==> config.mk <==
export PLATFORM = sky130hd
export DESIGN_NAME = pipeline_hazard_ctrl
export DESIGN_NICKNAME = d
export VERILOG_FILES = /design/src/rtl/pipeline_hazard_ctrl.sv
export SDC_FILE = /design/constraint.sdc
export NUM_CORES = 1
export LEC_CHECK = 0
export BUFFER_PORTS_ARGS = -buffer_cell sky130_fd_sc_hd__clkbuf_2
export CORE_ASPECT_RATIO = 1.2
export CORE_UTILIZATION = 46
export DETAILED_ROUTE_END_ITERATION = 6
export HOLD_SLACK_MARGIN = 0.15
export PLACE_DENSITY = 0.72
export SYNTH_ARGS = -nofsm -noshare
export SYNTH_HDL_FRONTEND = slang
export SYNTH_SLANG_ARGS = --single-unit
export TNS_END_PERCENT = 50
==> constraint.sdc <==
create_clock -name clk -period 2.2 [get_ports clk]
set_clock_uncertainty 0.15 [all_clocks]
set_input_delay 0.44 -clock clk [delete_from_list [all_inputs] [get_ports clk]]
set_output_delay 0.44 -clock clk [all_outputs]
set_load 0.03 [all_outputs]
==> src/rtl/pipeline_hazard_ctrl.sv <==
// Pipeline hazard controller: load-use stalls, branch flushes and multi-cycle
// M-extension occupancy of EX, plus a stall-cycle performance counter.
module pipeline_hazard_ctrl #(
    parameter int unsigned MUL_CYCLES = 3,
    parameter int unsigned DIV_CYCLES = 34
) (
    input  logic        clk,
    input  logic        rst,
    input  logic [4:0]  id_rs1,
    input  logic [4:0]  id_rs2,
    input  logic        id_rs1_used,
    input  logic        id_rs2_used,
    input  logic [4:0]  ex_rd,
    input  logic        ex_mem_read,
    input  logic        ex_branch_taken,
    input  logic        ex_md_valid,
    input  logic        ex_md_is_div,
    output logic        pc_stall,
    output logic        if_id_stall,
    output logic        if_id_flush,
    output logic        id_ex_stall,
    output logic        id_ex_flush,
    output logic        ex_mem_flush,
    output logic        md_busy,
    output logic        md_done,
    output logic [31:0] stall_cycles
);

    typedef enum logic [0:0] {StRun, StMdWait} state_e;

    // The first EX cycle is spent in StRun and the last on md_cnt == 0, hence N - 2.
    localparam logic [5:0] MulLoad = 6'(MUL_CYCLES - 32'd2);
    localparam logic [5:0] DivLoad = 6'(DIV_CYCLES - 32'd2);

    state_e      state_q;
    logic [5:0]  md_cnt_q;
    logic [31:0] stall_cycles_q;
    logic        load_use;

    assign load_use = ex_mem_read && (ex_rd != 5'd0) &&
                      ((id_rs1_used && (id_rs1 == ex_rd)) ||
                       (id_rs2_used && (id_rs2 == ex_rd)));

    always_ff @(posedge clk) begin
        if (!rst) begin
            state_q        <= StRun;
            md_cnt_q       <= 6'd0;
            stall_cycles_q <= 32'd0;
        end else begin
            if (pc_stall) begin
                stall_cycles_q <= stall_cycles_q + 32'd1;
            end
            case (state_q)
                StRun: begin
                    if (ex_md_valid && !ex_branch_taken) begin
                        state_q  <= StMdWait;
                        md_cnt_q <= ex_md_is_div ? DivLoad : MulLoad;
                    end
                end
                StMdWait: begin
                    if (md_cnt_q != 6'd0) begin
                        md_cnt_q <= md_cnt_q - 6'd1;
                    end else begin
                        state_q <= StRun;
                    end
                end
                default: state_q <= StRun;
            endcase
        end
    end

    always_comb begin
        pc_stall     = 1'b0;
        if_id_stall  = 1'b0;
        if_id_flush  = 1'b0;
        id_ex_stall  = 1'b0;
        id_ex_flush  = 1'b0;
        ex_mem_flush = 1'b0;
        md_busy      = 1'b0;
        md_done      = 1'b0;
        case (state_q)
            StRun: begin
                // Branch beats M start, which beats load-use (ID hold covers it).
                if (ex_branch_taken) begin
                    if_id_flush = 1'b1;
                    id_ex_flush = 1'b1;
                end else if (ex_md_valid) begin
                    pc_stall     = 1'b1;
                    if_id_stall  = 1'b1;
                    id_ex_stall  = 1'b1;
                    ex_mem_flush = 1'b1;
                    md_busy      = 1'b1;
                end else if (load_use) begin
                    pc_stall    = 1'b1;
                    if_id_stall = 1'b1;
                    id_ex_flush = 1'b1;
                end
            end
            StMdWait: begin
                md_busy = 1'b1;
                if (md_cnt_q != 6'd0) begin
                    pc_stall     = 1'b1;
                    if_id_stall  = 1'b1;
                    id_ex_stall  = 1'b1;
                    ex_mem_flush = 1'b1;
                end else begin
                    md_done = 1'b1;
                end
            end
            default: ;
        endcase
    end

    assign stall_cycles = stall_cycles_q;

endmodule
==> results of run 1 <==
-- flip-flops by register name, summed over array words and instances (netlist names) --
name and count:
md_cnt_q 6, state_q 1, stall_cycles 32
-- critical path, stage by stage --
cell	delay (ns)
buf_8	0.10
or4_4	0.54
o21a_4	0.23
a31oi_4	0.23
inv_4	0.05
buf_6	0.13
-- through the flow --
step / setup TNS [ns] / setup WS, ns / total power [W] / hold slack [ns]
final: -0.278 / -0.116 / 0.00177 / 0.331
after global placement: -0.958 / -0.129 / 0.00104 / 0.326
after global routing: -0.534 / -0.146 / 0.00185 / 0.328
after detailed placement: -1.46 / -0.161 / 0.00105 / 0.330
after CTS: -0.414 / -0.150 / 0.00177 / 0.323
after floorplan: -0.106 / -0.106 / 0.000952 / 0.318
-- final timing paths --
path | start | endpoint | slack, ns
setup / recovery | ex_rd[4] | if_id_stall | -0.12
hold reg to reg | stall_cycles[31] | stall_cycles[31] | 0.34
setup reg to reg | state_q | stall_cycles[20] | 0.10
hold / removal | rst | stall_cycles[22] | 0.33
-- layout make-up --
cell class / count / area, sq um
Timing Repair Buffer: 92 / 613
Fill cell: 407 / 1440
Sequential cell: 39 / 783
Tap cell: 56 / 70.1
Multi-Input combinational cell: 197 / 1260
Clock buffer: 6 / 72.6
Clock inverter: 2 / 60.1
Inverter: 14 / 62.6
-- cells by family (layout without fill, tap and decap cells) --
family                   Yosys count  count (layout)  synth area share (%)
multiplexers                       2               2                 0.935
AO/OA/AOI/OAI                     71              71                  19.8
adder cells (fa/ha/maj)            2               2                  1.17
XOR/XNOR                          15              15                  6.14
AND/OR/NAND/NOR                  107             107                  28.2
flip-flops                        39              39                  36.5
buffers and inverters             26             114                  7.30
-- cells in the mapped netlist (all sizes together), types with 3 or more instances --
cell type	n
clkbuf	3
nand3	15
nor4	5
nor3	4
buf	8
nor2	17
or4	7
nand4	6
inv	13
a21oi	32
o21ai	25
nand2	21
dfxtp	39
xnor2	12
or3	21
xor2	3
and3	3
o31ai	5
and4	3
-- per-layer routing --
metal / track usage [%] / wire length, microns / up-vias
met3: 4.17 / 226 / 5
met4: 8.00 / 71 / 0
met2: 40.5 / 2750 / 62
li1: - / - / 1120
met1: 22.7 / 2110 / 1037
met5: 0 / 0 / -
-- report_power, final --
group	leakage, nW	total, W	internal [W]	switching (W)
registers	0.316	0.000745	0.000725	0.0000201
logic	0.801	0.000320	0.000147	0.000173
clock network	0.0654	0.000707	0.000453	0.000254
-- repair_timing --
item                                    CTS  global route
cloned                                    0             0
buffers inserted                          0             3
resized for setup                         9            25
pin swaps                                 2             6
endpoints found under the setup margin    5            12
hold buffers                              0             0
==> results_dict.tcl, run 1 <==
set metrics [dict create \
    routed_via_density 5.48 \
    utilization_pct 67.0 \
    synthCells 262 \
    async_flop_share_pct 0 \
    crit_path_end_kind "primary output" \
    status "complete, but fails checks" \
    firstDrtPassIters 4 \
    drive_gt1_share_pct 35.7 \
    fmax_mhz 432 \
    grt_pass1_vias 2062 \
    grt_start_max_net_pins 28 \
    ys_types 48 \
    worstPathMaxFanout 3 \
    antenna_found_initial 0 \
    vias 2224 \
    setup_viol 3 \
    clk_path_buf_depth 2 \
    placed_area_sq_um 2660 \
    postLayoutSetupSlackWorst_ns -0.116 \
    path_clk_slew_ns 0.08 \
    hold_violations 0 \
    drt-wirelength-per-cell_microns 12.7 \
    io_buffers 62 \
    final_max_slew_viol_count 0 \
    initial_utilization_pct 49.1 \
    grt_overflow 0 \
    ant_nets 0 \
    yosysTopAreaCellShare_pct 36.5 \
    gp_congestion 0.795 \
    min_path_cells 3 \
    irDropWorstVdd_uv 563 \
    slew_headroom_pct 75.3 \
    cts_tree "done" \
    dp.cells 395 \
    reg2reg_depth 7 \
    dp_hpwl_microns 3810 \
    violations "negative setup slack" \
    insertion_delay_ns 0.29 \
    drt_iter0_drc 110 \
    die_y_microns 76.7 \
    numCtsBuffers 5 \
    start_kind "input pin" \
    arrival_ns 1.73 \
    worstMarginPinSlew_ns 0.370 \
    criticalPathCategory "input pin to primary output" \
    drt_drc_violations_left 0 \
    antenna_cells 0 \
    syn_nets 287 \
    grt_use_total_pct 21.4 \
    fp-row-count 26 \
    cts_root_buffer "clkbuf_8" \
    ys_seq_elements 39 \
    leakage_nw 1.18 \
    crit_required_ns 1.61 \
    io_pins 63 \
    layoutNonFillerInstCount 406 \
    htree_levels 2 \
    routed_wl_microns 5160 \
    power_density_nw_per_um2 606 \
    fin_crit_sh_pct 105 \
    die-area_sq_um 4930 \
    layout_commonest_cell "clkbuf_2" \
    cts_num_sinks 39 \
    syn_to_final_growth_pct 36.5 \
    mostFrequentLayoutCells "55 x clkbuf_2, 37 x dfxtp_1, 29 x a21oi_1" \
    min_path_type "input pin to flip-flop" \
    synth_top_area_cell "dfxtp_1" \
    final.min_clock_period_ns 2.32 \
    final_area_sq_um 2920 \
    synth_area_leaders "dfxtp_1 36%, a21oi_1 7.2%, or3_1 6.1%" \
    core_area_sq_um 4360 \
    synth_top_flop_cell "dfxtp_1" \
    ys_seq_area_share_pct 36.5 \
    maxCapViolCount 0 \
    rsz0062_at_grt "true" \
    fin_nets 374 \
    synth-edff-count 0 \
    grt_pass1_wl_microns 8540 \
    syn_avg_cell_area_sq_um 8.17 \
    yosysWarnings 0 \
    die_w_microns 64.3 \
    syn-cell-area_sq_um 2140 \
]
Note: power is estimated with default switching activity, not from simulation.
==> run 2, diff against run 1 <==
BUFFER_PORTS_ARGS = -buffer_cell sky130_fd_sc_hd__buf_2   (was -buffer_cell sky130_fd_sc_hd__clkbuf_2)
==> run 2 against run 1 <==
The run still ends with negative setup slack left. Clock-buffer cell count unchanged. Critical path depth is the same. Flip-flop and latch count unchanged. Fmax grew 2.5%. First-iteration DRC count rose by 5.5%. Sequential power hardly changed. Via count fell by 1.3%. Combinational power is essentially flat. Wire length decreased by 3.7%. Die area stayed put. Global-route usage hardly changed. Largest cell class unchanged.
==> results_dict.tcl, run 2 (synthesis gave the netlist of run 1 again) <==
set metrics [dict create \
    rsz0062_at_grt "true" \
    dp.cells 394 \
    gp_congestion 0.816 \
    r2r_start "md_cnt_q[0]" \
    final_max_slew_viol_count 0 \
    min_path_type "input pin to flip-flop" \
    drt_iter0_drc 116 \
    firstDrtPassIters 4 \
    worstPathMaxFanout 2 \
    maxCapViolCount 0 \
    dp_hpwl_microns 3690 \
    io_pins 63 \
    setup_viol 3 \
    drt-wirelength-per-cell_microns 12.3 \
    die-area_sq_um 4930 \
    fmax_mhz 443 \
    power_density_nw_per_um2 584 \
    postLayoutSetupSlackWorst_ns -0.0597 \
    grt_overflow 0 \
    largest_reg_flops 32 \
    placed_area_sq_um 2660 \
    start_kind "input pin" \
    whs_ns 0.304 \
    leakage_nw 1.19 \
    grt_start_max_net_pins 28 \
    criticalPathCategory "input pin to primary output" \
    violations "negative setup slack" \
    io_buffers 62 \
    final_area_sq_um 2880 \
    arrival_ns 1.67 \
    layout_commonest_cell "buf_2" \
    path_clk_slew_ns 0.08 \
    cts_tree "done" \
    fin_tns_setup_ns -0.135 \
    routed_via_density 5.43 \
    status "complete, but fails checks" \
    grt_pass1_wl_microns 8520 \
    ant_nets 0 \
    syn_to_final_growth_pct 34.7 \
    worstSetupStartpoint "ex_rd[4]" \
    crit_required_ns 1.61 \
    htree_levels 2 \
    fin_crit_sh_pct 103 \
    die_y_microns 76.7 \
    initial_utilization_pct 49.1 \
    layoutNonFillerInstCount 404 \
    core_area_sq_um 4360 \
    antenna_cells 0 \
    holdBufCountCts 0 \
    mostFrequentLayoutCells "55 x buf_2, 36 x dfxtp_1, 30 x a21oi_1" \
    drt_drc_violations_left 0 \
    vias 2194 \
    grt_use_total_pct 21.4 \
    cts_num_sinks 39 \
    routed_wl_microns 4970 \
    fp-row-count 26 \
    worstMarginPinSlew_ns 0.362 \
    hold_start "rst" \
    antenna_found_initial 0 \
    cts_root_buffer "clkbuf_8" \
    finalPower_w 0.00168 \
    drive_gt1_share_pct 35.1 \
    die_w_microns 64.3 \
    insertion_delay_ns 0.29 \
    hold_violations 0 \
    fin_nets 372 \
    final.min_clock_period_ns 2.26 \
    numCtsBuffers 5 \
    grt_pass1_vias 2024 \
    crit_path_end_kind "primary output" \
    slew_headroom_pct 75.9 \
    clk_path_buf_depth 2 \
    irDropWorstVdd_uv 272 \
]
==> run 2: cell count changes in the layout (fill, tap and decap cells not counted), sizes merged <==
| cell | delta |
|---|---|
| clkinv | +1 |
| clkbuf | -57 |
| buf | +55 |
| bufinv | -1 |
==> run 2: path summary, 6_finish.rpt <==
kind                           end  slack, ns  cells after the start
hold / removal    stall_cycles[22]       0.30                      3
setup / recovery       if_id_stall      -0.06                      6
setup reg to reg  stall_cycles[19]       0.10                      8
hold reg to reg   stall_cycles[31]       0.34                      2
==> run 2: metrics by stage <==
step	utilization, %	setup WS, ns
global route	66.2	-0.103
global placement	60.9	-0.135
detailed placement	60.9	-0.144
finish	66.2	-0.0597
floorplan	-	-0.106
CTS	65.0	-0.112
==> run 2: area by class of cell <==
type	count	area [sq um]
fillers	405	1480
multi-input cells	197	1250
flip-flops and latches	39	785
repair buffers	90	597
clock buffers	6	82.6
well taps	56	70.1
inverters	14	62.6
clock inverters	2	35.0
==> run 2: per-layer routing <==
layer	global-route usage, %	up-vias	wire [microns]
met2	39.9	68	2640
met5	0	-	0
met1	23.9	1005	2000
li1	-	1115	-
met3	4.32	6	281
met4	6.00	0	49
==> run 2: timing repair <==
action | 4_1_cts | 5_1_grt
pin swaps | 3 | 5
endpoints found under the setup margin | 5 | 13
resized for setup | 16 | 12
setup buffers | 2 | 0
==> run 2: critical path, stage by stage <==
cell	delay [ns]
buf_8	0.10
or4_4	0.54
o21a_4	0.23
a31oi_4	0.18
inv_4	0.05
buf_6	0.13
==> run 2: report_power, final <==
| group | internal (W) | total (W) | switching (W) |
|---|---|---|---|
| Combinational | 0.000146 | 0.000319 | 0.000174 |
| Sequential | 0.000725 | 0.000743 | 0.0000187 |
| Clock | 0.000367 | 0.000621 | 0.000254 |
| Total | 0.00124 | 0.00168 | 0.000446 |
